### src/rtl/float_op_seq_if.sv
// Bundle of the upstream request, float_op, downstream result and counter signals
// for float_op_seq. master = the sequencer, slave = its environment.
interface float_op_seq_if;
    logic        in_valid;
    logic        in_ready;
    logic [31:0] in_a;
    logic [31:0] in_b;
    logic        in_sub;
    logic        op_start;
    logic [31:0] op_x;
    logic [31:0] op_y;
    logic [31:0] op_sum;
    logic        op_valid;
    logic        out_valid;
    logic        out_ready;
    logic [31:0] out_data;
    logic        out_err;
    logic [15:0] done_cnt;
    logic [7:0]  err_cnt;

    modport master (
        input  in_valid, in_a, in_b, in_sub, op_sum, op_valid, out_ready,
        output in_ready, op_start, op_x, op_y, out_valid, out_data, out_err,
        done_cnt, err_cnt
    );

    modport slave (
        output in_valid, in_a, in_b, in_sub, op_sum, op_valid, out_ready,
        input  in_ready, op_start, op_x, op_y, out_valid, out_data, out_err,
        done_cnt, err_cnt
    );
endinterface

### src/rtl/float_op_seq.sv
// Sequencer in front of the float_op add/sub unit: accepts a request, issues a start
// pulse, waits for a completion edge or timeout, and holds the result until consumed.
module float_op_seq #(
    parameter int TIMEOUT = 64
) (
    input  logic           clk,
    input  logic           rst,
    float_op_seq_if.master bus,
    output logic [1:0]     state_o
);
    // Handshakes: a request moves on in_valid & in_ready, a result on out_valid & out_ready.
    typedef enum logic [1:0] {
        S_IDLE  = 2'd0,
        S_ISSUE = 2'd1,
        S_WAIT  = 2'd2,
        S_DONE  = 2'd3
    } state_t;

    localparam logic [31:0] TIMEOUT_NAN = 32'h7FC0_0000;
    localparam logic [15:0] TIMER_LAST  = 16'(TIMEOUT - 1);

    state_t      state_q, state_d;
    logic        in_ready_q, in_ready_d;
    logic        op_start_q, op_start_d;
    logic [31:0] op_x_q, op_x_d;
    logic [31:0] op_y_q, op_y_d;
    logic        out_valid_q, out_valid_d;
    logic [31:0] out_data_q, out_data_d;
    logic        out_err_q, out_err_d;
    logic [15:0] done_cnt_q, done_cnt_d;
    logic [7:0]  err_cnt_q, err_cnt_d;
    logic [15:0] timer_q, timer_d;
    logic        op_valid_q;
    logic        op_edge;
    logic        timed_out;

    // Only a fresh rise counts, so a level left high by the previous job cannot complete this one.
    assign op_edge   = bus.op_valid & ~op_valid_q;
    assign timed_out = (timer_q == TIMER_LAST);

    always_ff @(posedge clk or posedge rst) begin
        if (rst) begin
            state_q     <= S_IDLE;
            in_ready_q  <= 1'b1;
            op_start_q  <= 1'b0;
            op_x_q      <= '0;
            op_y_q      <= '0;
            out_valid_q <= 1'b0;
            out_data_q  <= '0;
            out_err_q   <= 1'b0;
            done_cnt_q  <= '0;
            err_cnt_q   <= '0;
            timer_q     <= '0;
            op_valid_q  <= 1'b0;
        end else begin
            state_q     <= state_d;
            in_ready_q  <= in_ready_d;
            op_start_q  <= op_start_d;
            op_x_q      <= op_x_d;
            op_y_q      <= op_y_d;
            out_valid_q <= out_valid_d;
            out_data_q  <= out_data_d;
            out_err_q   <= out_err_d;
            done_cnt_q  <= done_cnt_d;
            err_cnt_q   <= err_cnt_d;
            timer_q     <= timer_d;
            op_valid_q  <= bus.op_valid;
        end
    end

    always_comb begin
        state_d = state_q;
        case (state_q)
            S_IDLE:  if (bus.in_valid) state_d = S_ISSUE;
            S_ISSUE: state_d = S_WAIT;
            S_WAIT:  if (op_edge || timed_out) state_d = S_DONE;
            S_DONE:  if (bus.out_ready) state_d = S_IDLE;
            default: state_d = S_IDLE;
        endcase
    end

    // Flag outputs are decoded from the next state so they register in step with it.
    always_comb begin
        in_ready_d  = (state_d == S_IDLE);
        op_start_d  = (state_d == S_ISSUE);
        out_valid_d = (state_d == S_DONE);
        op_x_d      = op_x_q;
        op_y_d      = op_y_q;
        out_data_d  = out_data_q;
        out_err_d   = out_err_q;
        done_cnt_d  = done_cnt_q;
        err_cnt_d   = err_cnt_q;
        timer_d     = timer_q;
        case (state_q)
            S_IDLE: begin
                if (bus.in_valid) begin
                    op_x_d = bus.in_a;
                    op_y_d = bus.in_sub ? {~bus.in_b[31], bus.in_b[30:0]} : bus.in_b;
                end
            end
            S_ISSUE: timer_d = '0;
            S_WAIT: begin
                timer_d = timer_q + 16'd1;
                if (op_edge) begin
                    out_data_d = bus.op_sum;
                    out_err_d  = 1'b0;
                end else if (timed_out) begin
                    out_data_d = TIMEOUT_NAN;
                    out_err_d  = 1'b1;
                    if (err_cnt_q != 8'hFF) err_cnt_d = err_cnt_q + 8'd1;
                end
            end
            S_DONE: if (bus.out_ready) done_cnt_d = done_cnt_q + 16'd1;
            default: ;
        endcase
    end

    assign bus.in_ready  = in_ready_q;
    assign bus.op_start  = op_start_q;
    assign bus.op_x      = op_x_q;
    assign bus.op_y      = op_y_q;
    assign bus.out_valid = out_valid_q;
    assign bus.out_data  = out_data_q;
    assign bus.out_err   = out_err_q;
    assign bus.done_cnt  = done_cnt_q;
    assign bus.err_cnt   = err_cnt_q;
    assign state_o       = state_q;
endmodule

### src/flat_wrapper.sv
// flat-port wrapper written by rule: the top's interface ports become plain ports
module float_op_seq_flat 
#(
    parameter int TIMEOUT = 64
)
  (clk, rst, state_o, bus_in_valid, bus_in_a, bus_in_b, bus_in_sub, bus_op_sum, bus_op_valid, bus_out_ready, bus_in_ready, bus_op_start, bus_op_x, bus_op_y, bus_out_valid, bus_out_data, bus_out_err, bus_done_cnt, bus_err_cnt);
  float_op_seq_if bus_i ();
  input  logic clk;
  input  logic rst;
  output logic [1:0] state_o;
  input wire logic [$bits(bus_i.in_valid)-1:0] bus_in_valid;
  input wire logic [$bits(bus_i.in_a)-1:0] bus_in_a;
  input wire logic [$bits(bus_i.in_b)-1:0] bus_in_b;
  input wire logic [$bits(bus_i.in_sub)-1:0] bus_in_sub;
  input wire logic [$bits(bus_i.op_sum)-1:0] bus_op_sum;
  input wire logic [$bits(bus_i.op_valid)-1:0] bus_op_valid;
  input wire logic [$bits(bus_i.out_ready)-1:0] bus_out_ready;
  output wire logic [$bits(bus_i.in_ready)-1:0] bus_in_ready;
  output wire logic [$bits(bus_i.op_start)-1:0] bus_op_start;
  output wire logic [$bits(bus_i.op_x)-1:0] bus_op_x;
  output wire logic [$bits(bus_i.op_y)-1:0] bus_op_y;
  output wire logic [$bits(bus_i.out_valid)-1:0] bus_out_valid;
  output wire logic [$bits(bus_i.out_data)-1:0] bus_out_data;
  output wire logic [$bits(bus_i.out_err)-1:0] bus_out_err;
  output wire logic [$bits(bus_i.done_cnt)-1:0] bus_done_cnt;
  output wire logic [$bits(bus_i.err_cnt)-1:0] bus_err_cnt;
  assign bus_i.in_valid = bus_in_valid;
  assign bus_i.in_a = bus_in_a;
  assign bus_i.in_b = bus_in_b;
  assign bus_i.in_sub = bus_in_sub;
  assign bus_i.op_sum = bus_op_sum;
  assign bus_i.op_valid = bus_op_valid;
  assign bus_i.out_ready = bus_out_ready;
  assign bus_in_ready = bus_i.in_ready;
  assign bus_op_start = bus_i.op_start;
  assign bus_op_x = bus_i.op_x;
  assign bus_op_y = bus_i.op_y;
  assign bus_out_valid = bus_i.out_valid;
  assign bus_out_data = bus_i.out_data;
  assign bus_out_err = bus_i.out_err;
  assign bus_done_cnt = bus_i.done_cnt;
  assign bus_err_cnt = bus_i.err_cnt;
  float_op_seq #(.TIMEOUT(TIMEOUT)) u_core (.clk(clk), .rst(rst), .bus(bus_i), .state_o(state_o));
endmodule
### config.mk
export PLATFORM = sky130hd
export DESIGN_NAME = float_op_seq_flat
export DESIGN_NICKNAME = d
export VERILOG_FILES = /design/src/rtl/float_op_seq_if.sv /design/src/rtl/float_op_seq.sv /design/src/flat_wrapper.sv
export SDC_FILE = /design/constraint.sdc
export NUM_CORES = 1
export LEC_CHECK = 0
export CORE_MARGIN = 3
export CORE_UTILIZATION = 40
export DETAILED_ROUTE_END_ITERATION = 8
export GPL_TIMING_DRIVEN = 0
export PLACE_DENSITY = 0.73
export SLEW_MARGIN = 15
export SYNTH_ARGS = -nofsm -noshare
export SYNTH_HDL_FRONTEND = slang
export SYNTH_SLANG_ARGS = --single-unit
export TNS_END_PERCENT = 1
### constraint.sdc
create_clock -name clk -period 5.6 [get_ports clk]
set_input_delay 1.12 -clock clk [delete_from_list [all_inputs] [get_ports clk]]
set_output_delay 1.12 -clock clk [all_outputs]
set_load 0.02 [all_outputs]
; Word level (Yosys, flattened, before mapping)
; Cells that the tools add are included.
[totals]
regBits = 143
inputBits = 102
output_inout_bits = 126
wordCells = 45
[op_classes]
addsub = 3
eq_ne = 7
mux = 10
bitwise = 4
n_reduce_logical = 9
[ops]
columns = op, n
row1 = 2-to-1 mux 32 bit, 3
row2 = adder 16 x 1 -> 16 bit (second input constant), 2
row3 = one-hot mux 16 bit (2 select lines), 1
row4 = == test 16 x 6 -> 1 bit (second input constant), 1
row5 = adder 8 x 1 -> 8 bit (second input constant), 1
row6 = != test 8 bit (second input constant), 1
row7 = one-hot mux 2 bit (4 select lines), 1
row8 = == test 2 bit (second input constant), 3
row9 = 2-to-1 mux 2 bit, 3
row10 = AND reduction 2 bit, 3
row11 = == test 2 x 1 -> 1 bit (second input constant), 2
row12 = zero test 2 bit, 2
row13 = AND reduction 4 bit, 1
row14 = nonzero test 2 bit, 2
row15 = inverter 1 bit, 3
row16 = 2-to-1 mux 1 bit, 2
row17 = bitwise AND 1 bit, 1
row18 = logical OR 1 bit, 1

; Longest topological paths before layout
; Gate-level depths: netlist (run 1).
[logic_depth]
ltp_word = 6
depth_mapped = 7
mapped_depth_nobuf = 6

; Least setup slack after synthesis (run 1)
; No wires, ideal clock.
[synth_timing]
path_type = input to register
start = in bus_op_valid
end = reg u_core.err_cnt_q[6] (netlist: u_core.bus.err_cnt[6])
setup_ns = 0.125
arrival_ns = 2.100
required_ns = 5.475
path_slack_ns = 3.375
path_stages = 4
n_path_buf = 1
path_cell_list = and2b_1 -> buf_2 -> nor4_2 -> mux2_2
[synth_between]
elab_chain_cells = 3
[synth_rtl]
columns = item, line_no
row1 = start: declaration, flat_wrapper.sv:16  ; input wire logic [$bits(bus_i.op_valid)-1:0] bus_op_valid;
row2 = bitwise AND 1 bit, float_op_seq.sv:38  ; assign op_edge = bus.op_valid & ~op_valid_q;
row3 = inverter 1 bit (no source line), n/a
row4 = AND reduction 4 bit (no source line), n/a
row5 = end signal: assignment, float_op_seq.sv:65  ; err_cnt_q <= err_cnt_d;
row6 = end: declaration, float_op_seq.sv:31  ; logic [7:0] err_cnt_q, err_cnt_d;
; Every way passes these cells.
; A chain may end at the register's enable or synchronous reset.

; Worst setup path in the final report (run 1)
[layout_timing]
start = reg u_core.in_ready_q (netlist: u_core.bus.in_ready)
end = out bus_in_ready
[layout_lines]
columns = item, line_no
row1 = start: declaration, float_op_seq.sv:23  ; logic in_ready_q, in_ready_d;
row2 = start signal: assignment, float_op_seq.sv:57  ; in_ready_q <= in_ready_d;
row3 = end: declaration, flat_wrapper.sv:18  ; output wire logic [$bits(bus_i.in_ready)-1:0] bus_in_ready;
; No word-level cell between the ends.

==> results of run 1 <==
==> registers in the layout, summed over array words and instances, names as in the netlist, 2 cells and up <==
signal and count:
u_core.bus.op_x 32, u_core.bus.op_y 32, u_core.bus.out_data 32, u_core.bus.done_cnt 16, u_core.timer_q 16, u_core.bus.err_cnt 8
u_core.state_o 2
==> through the flow <==
stage | setup TNS [ns] | hold slack, ns | util (%)
2_1_floorplan | 0 | 0.498 | -
3_3_place_gp | -161.53 | 0.463 | 59.3
3_5_place_dp | 0 | 0.472 | 59.6
4_1_cts | 0 | 0.489 | 63.8
5_1_grt | 0 | 0.508 | 63.8
6_report | 0 | 0.480 | 63.8
==> area by class of cell <==
type                            count  share of cell area (%)
Multi-Input combinational cell    259                    24.0
Clock inverter                      9                    1.18
Buffer                             18                    1.18
Sequential cell                   143                    39.7
Inverter                           12                   0.582
Tap cell                          180                    2.50
Timing Repair Buffer              228                    25.5
Clock buffer                       23                    5.41
==> cell families (layout without fill, tap and decap cells) <==
| family | Yosys count | count (layout) | synth area share [%] |
|---|---|---|---|
| DFF | 143 | 143 | 60.7 |
| and+or+nand+nor | 101 | 101 | 10.6 |
| muxes | 70 | 70 | 13.3 |
| AOI/OAI and AO/OA | 53 | 53 | 7.15 |
| buffers and inverters | 30 | 290 | 2.57 |
| xor gates and xnor gates | 28 | 28 | 4.16 |
| adders and majority gates | 7 | 7 | 1.49 |
==> power by group through the flow <==
stage	Sequential, mW	Clock [mW]	Combinational (mW)
6_report	1.64	1.12	2.14
2_1_floorplan	2.12	0	0.629
3_3_place_gp	1.63	0	2.12
4_1_cts	1.64	1.14	2.17
5_1_grt	1.69	1.20	2.27
3_5_place_dp	1.66	0	2.16
==> final timing paths <==
path	endpoint	slack (ns)	cells after the start
worst max-delay path	bus_in_ready	2.95	1
worst min-delay path	u_core.bus.done_cnt[15]$_DFFE_PP0P_	0.48	1
worst max register to register	u_core.bus.op_y[11]$_DFFE_PP0P_	3.42	6
worst min register to register	u_core.bus.done_cnt[15]$_DFFE_PP0P_	0.48	1
max in group asynchronous	u_core.timer_q[14]$_DFFE_PP0P_	3.70	3
min in group asynchronous	u_core.bus.op_x[27]$_DFFE_PP0P_	1.06	2
==> routing by layer <==
layer	global-route usage (%)	routed length [µm]
met3	6.35	1300
met5	0	0
met4	7.00	353
met1	23.3	6130
met2	32.7	7770
==> cells in the final DEF (no fill, tap or decap), types with 3 or more instances in the layout <==
cell,count
nand2_1,17
nand2b_1,3
clkinv_2,3
ha_1,7
mux2_2,67
xnor2_1,18
nor2_1,18
xor2_1,10
dfrtp_1,142
a22o_2,3
nand3_1,16
o21ai_0,7
a21oi_1,6
inv_1,11
nand4_1,9
clkbuf_8,5
nor4_2,3
buf_2,8
a22o_1,20
o22a_1,9
nor3_1,9
nor4_1,6
clkbuf_1,8
clkbuf_16,17
clkinvlp_4,3
clkdlybuf4s50_1,227
==> out/metrics.csv, run 1 <==
stage,metric,value,unit
status,run status,"complete, no violations",
setup_path,CP max stage delay,0.61,ns
setup_path,ordered cell list for the critical path,clkdlybuf4s50_1,
setup_path,Crit Path Class,reg -> out,
synth,syn_area_per_cell,13.7,µm²
synth,"Async S/R FF share, synth",100,%
grt,first-pass GRT wire length,24.8,mm
drt,1st-iter DRT viols,212,
final_layout,design area,9020,µm²
floorplan,area of the core,14100,µm²
drt,WL per Instance,17.8,µm
power_and_ir_drop,Combinational Power Share,43.6,%
hold_path,worst hold path type,reg -> reg,
setup_path,critical path launch point type,flop,
place,placed cell areas,8430,µm²
final_layout,Area Overhead vs Synth,53.0,%
clock_network,Post-CTS Setup Bufs,0,
final_layout,fillers,1079,
setup_path,number of buffers and inverters on the critical path,1,
clock_network,clk root buf,clkbuf_16,
grt,grt ovf,0,
final_layout,ANT cells,0,
job,Max-Cap Viols,0,
drt,iteration count of the initial detailed-routing pass,4,
synth,"count leader, synth",dfrtp_1,
setup_path,CP max-delay cell,clkdlybuf4s50_1,
floorplan,row cnt,43,
grt,GR Util All Layers,19.4,%
drt,number of remaining DRC errors,0,
setup_path,arrival time at the worst endpoint,1.53,ns
clock_network,CTS H-tree lvls,4,
synth,ys flop type,dfrtp_1,
clock_network,CTS Buffer Depth,2,
drt,routed vias,4410,
sta,final setup violating endpoints,0,
floorplan,Starting Density,41.7,%
place,Placer Congestion,0.835,
sta,RSZ-0062 raised after global routing,no,
sta,max-slew violations,0,
sta,final critical-path required period,2.65,ns
synth,Synth top area share,60.3,%
power_and_ir_drop,Reg power frac,33.5,%
setup_path,Reg-to-Reg Start,u_core.state_o[0]$_DFF_PP0_,
setup_path,"Req. time, crit path",4.48,ns
power_and_ir_drop,clock power share,22.8,%
synth,Netlist Area Pre-Place,5900,µm²
sta,Worst Slack Setup Final,2.95,ns
power_and_ir_drop,sw power,1.67,mW
power_and_ir_drop,Int Pwr,3.24,mW
drt,final wirelength,15.6,mm
sta,clk_skew,0.00575,ns
synth,Unique masters post-synth,47,
synth,"Seq/Total Area, Yosys",60.7,%
synth,yosys warns,0,
clock_network,post-CTS sizing,0,
power_and_ir_drop,PwrDens,543,nW/µm²
final_layout,FF+latch area,3580,µm²
floorplan,DIE HEIGHT,127,µm
synth,Mapped Cells,432,
sta,"Hold Violations, Final",0,
power_and_ir_drop,sw frac,34.0,%
synth,syn nets,541,
floorplan,I/O pins,228,
floorplan,die width,127,µm
synth,Synth area leader,dfrtp_1,
power_and_ir_drop,"Power, Total",4.90,mW
sta,Max transition margin,57.2,%
clock_network,Clock Sinks,143,
setup_path,CP top delay family,buffers and inverters,
hold_path,Hold Path Origin,u_core.bus.done_cnt[15]$_DFFE_PP0P_,
clock_network,Clock transition at path regs,0.06,ns
setup_path,crit path launch,u_core.bus.in_ready$_DFF_PP1_,
synth,count of flip-flops with a built-in enable after synthesis,0,
final_layout,area occupied by multi-input gates,2170,µm²
synth,Synth area leaders,"dfrtp_1, mux2_2, a22o_1",
final_layout,Final Net Count,788,
synth,Synth Register Bits,143,
synth,Synth top cells by count,"dfrtp_1, mux2_2, a22o_1",
final_layout,ratio of cells with drive above 1 in the final layout,18.6,%
drt,Routed Antenna Nets,0,
power_and_ir_drop,worst vdd ir,267,µV
setup_path,CP endpoint kind,output pin,
sta,maximum clock rate,0.378,GHz
power_and_ir_drop,Leak Pwr,3.81,nW
place,I/O Buffers,227,
setup_path,CP Max Fanout,1,
grt,initial antenna violation count,0,
clock_network,Skew-Pair Late Insertion Delay,0.41,ns
grt,largest net degree at the start of global routing,117,
clock_network,CTS tree,yes,
place,DP Wirelength,11.6,mm
sta,Worst-Margin Slew,0.636,ns
place,Placed Instances,840,
grt,vias in the first global route,4690,
floorplan,Die Area,16200,µm²
clock_network,CTS Buf Count,17,
drt,Vias per Instance,5.06,
place,pre-CTS setup slack,2.52,ns
final_layout,Layout Cells excl Fill,872,
clock_network,hold buffers post-CTS,0,
sta,final period utilization,47.3,%
(Power assumes the default switching activity.)
==> run 2: changes to the inputs <==
PLACE_DENSITY = 0.76   (was 0.73)
clock period = 2.4 ns   (was 5.6 ns; I/O delays follow)
==> out/metrics.csv, run 2 (synthesis results as in run 1) <==
stage,metric,value,unit
status,run status,"complete, no violations",
place,placed cell areas,8480,µm²
setup_path,"Req. time, crit path",2.69,ns
setup_path,CP Max Fanout,10,
place,Placer Congestion,0.893,
clock_network,hold buffers post-CTS,0,
clock_network,Clock transition at path regs,0.06,ns
power_and_ir_drop,Int Pwr,7.29,mW
clock_network,CTS tree,yes,
setup_path,Reg-to-Reg Start,u_core.state_o[0]$_DFF_PP0_,
place,pre-CTS setup slack,0.000677,ns
setup_path,CP max stage delay,0.45,ns
drt,number of remaining DRC errors,0,
final_layout,final core utilization,63.6,%
grt,Most Crowded Layer GR,met2,
drt,WL per Instance,18.4,µm
setup_path,Reg2Reg Depth,6,
power_and_ir_drop,Combinational Power Share,45.0,%
clock_network,Skew-Pair Late Insertion Delay,0.41,ns
clock_network,clk root buf,clkbuf_16,
sta,RSZ-0062 raised after global routing,no,
drt,Routed Antenna Nets,0,
power_and_ir_drop,Reg power frac,34.4,%
power_and_ir_drop,Leak Pwr,3.80,nW
clock_network,CTS H-tree lvls,4,
hold_path,Hold EP,u_core.bus.done_cnt[15]$_DFFE_PP0P_,
grt,met1 Track Usage GR,22.0,%
floorplan,DIE HEIGHT,127,µm
sta,Worst Slack Setup Final,0.245,ns
floorplan,area of the core,14100,µm²
hold_path,Hold Path Cell Cnt,1,
setup_path,Crit Path Class,reg -> reg,
final_layout,area occupied by multi-input gates,2170,µm²
sta,Max transition margin,56.3,%
setup_path,CP max-delay cell,clkbuf_1,
setup_path,r2r endpoint,u_core.bus.op_y[4]$_DFFE_PP0P_,
grt,first-pass GRT wire length,24.9,mm
floorplan,row cnt,43,
sta,final period utilization,89.8,%
sta,Setup TNS,0,ns
sta,final critical-path required period,2.15,ns
floorplan,Die Area,16200,µm²
power_and_ir_drop,worst vdd ir,518,µV
final_layout,FF+latch area,3580,µm²
clock_network,CTS Buf Count,17,
setup_path,CP endpoint kind,flop,
place,I/O Buffers,227,
place,Placed Instances,843,
final_layout,design area,8990,µm²
grt,initial antenna violation count,0,
grt,vias in the first global route,4620,
sta,"Hold Violations, Final",0,
setup_path,arrival time at the worst endpoint,2.45,ns
power_and_ir_drop,"Power, Total",11.2,mW
sta,clk_skew,0.00695,ns
grt,grt ovf,0,
power_and_ir_drop,PwrDens,1250,nW/µm²
final_layout,Area Overhead vs Synth,52.5,%
drt,routed vias,4451,
job,Max-Cap Viols,0,
setup_path,critical path launch point type,flop,
sta,Hold Slack,0.469,ns
drt,final wirelength,16.1,mm
power_and_ir_drop,clock power share,20.5,%
hold_path,Hold Path Origin,u_core.bus.done_cnt[15]$_DFFE_PP0P_,
setup_path,number of buffers and inverters on the critical path,3,
grt,largest net degree at the start of global routing,38,
hold_path,worst hold path type,reg -> reg,
floorplan,die width,127,µm
final_layout,Layout Cells excl Fill,875,
power_and_ir_drop,sw power,3.91,mW
drt,iteration count of the initial detailed-routing pass,5,
setup_path,ordered cell list for the critical path,"inv_1, ha_1, nand2_1, clkbuf_1, buf_2, mux2_2",
power_and_ir_drop,sw frac,34.9,%
floorplan,Starting Density,41.7,%
final_layout,fillers,1046,
grt,met2 usage,35.9,%
sta,max-slew violations,0,
clock_network,Clock Sinks,143,
setup_path,CP top delay family,buffers and inverters,
final_layout,ratio of cells with drive above 1 in the final layout,18.6,%
final_layout,ANT cells,0,
clock_network,CTS Buffer Depth,2,
final_layout,"commonest non-fill, non-tap cell in the layout",clkdlybuf4s50_1,
sta,maximum clock rate,0.464,GHz
drt,Vias per Instance,5.09,
final_layout,"commonest cells after routing, fill and taps aside","clkdlybuf4s50_1, dfrtp_1, mux2_2, a22o_1",
setup_path,R2R Setup Slk,0.25,ns
sta,final setup violating endpoints,0,
sta,Worst-Margin Slew,0.653,ns
final_layout,Final Net Count,791,
floorplan,I/O pins,228,
place,DP Wirelength,12.2,mm
drt,1st-iter DRT viols,228,
grt,GR Util All Layers,19.7,%
grt,met3 usage,4.68,%
-- run 2: power groups by stage --
stage | Combinational (mW) | Clock, mW | Sequential, mW
4_1_cts | 5.11 | 2.36 | 3.85
5_1_grt | 5.32 | 2.47 | 3.96
3_3_place_gp | 4.96 | 0 | 3.83
3_5_place_dp | 5.08 | 0 | 3.88
6_report | 5.05 | 2.30 | 3.86
2_1_floorplan | 1.47 | 0 | 4.94
-- run 2: worst max path at each step --
stage / start / end / slack (ns) / cells past startpoint
after global placement: rst / u_core.bus.out_data[29]$_DFFE_PP0P_ / -1.03 / 2
after global routing: u_core.state_o[0]$_DFF_PP0_ / u_core.bus.op_y[10]$_DFFE_PP0P_ / 0.06 / 6
after floorplan: rst / u_core.bus.done_cnt[0]$_DFFE_PP0P_ / 0.13 / 1
final: u_core.state_o[0]$_DFF_PP0_ / u_core.bus.op_y[4]$_DFFE_PP0P_ / 0.25 / 6
after detailed placement: bus_in_valid / u_core.bus.op_y[10]$_DFFE_PP0P_ / 0.0007 / 5
after CTS: u_core.state_o[0]$_DFF_PP0_ / u_core.timer_q[15]$_DFFE_PP0P_ / 0.15 / 7
-- run 2: layout make-up --
type / instances / share of cell area (%)
clock buffer: 25 / 5.29
tap: 180 / 2.50
inverter: 12 / 0.542
clock inverter: 7 / 0.445
timing repair buffer: 231 / 26.2
buffer: 18 / 1.20
sequential: 143 / 39.8
multi-input combinational: 259 / 24.1
-- run 2: worst reg2reg max path: stages (launching register included) --
cell and delay, ns:
dfrtp_1 0.43, inv_1 0.13, ha_1 0.21, nand2_1 0.07
clkbuf_1 0.45, buf_2 0.37, mux2_2 0.38
-- run 2: repair_timing --
item	4_1_cts	5_1_grt
setup buffers	0	0
endpoints found under the setup margin	0	1
gates resized for setup	0	2
-- run 2: metal layers --
layer	vias to the layer above	wire (µm)
li1	2056	-
met1	2204	6170
met2	168	8560
met3	23	981
met4	0	389
met5	-	0
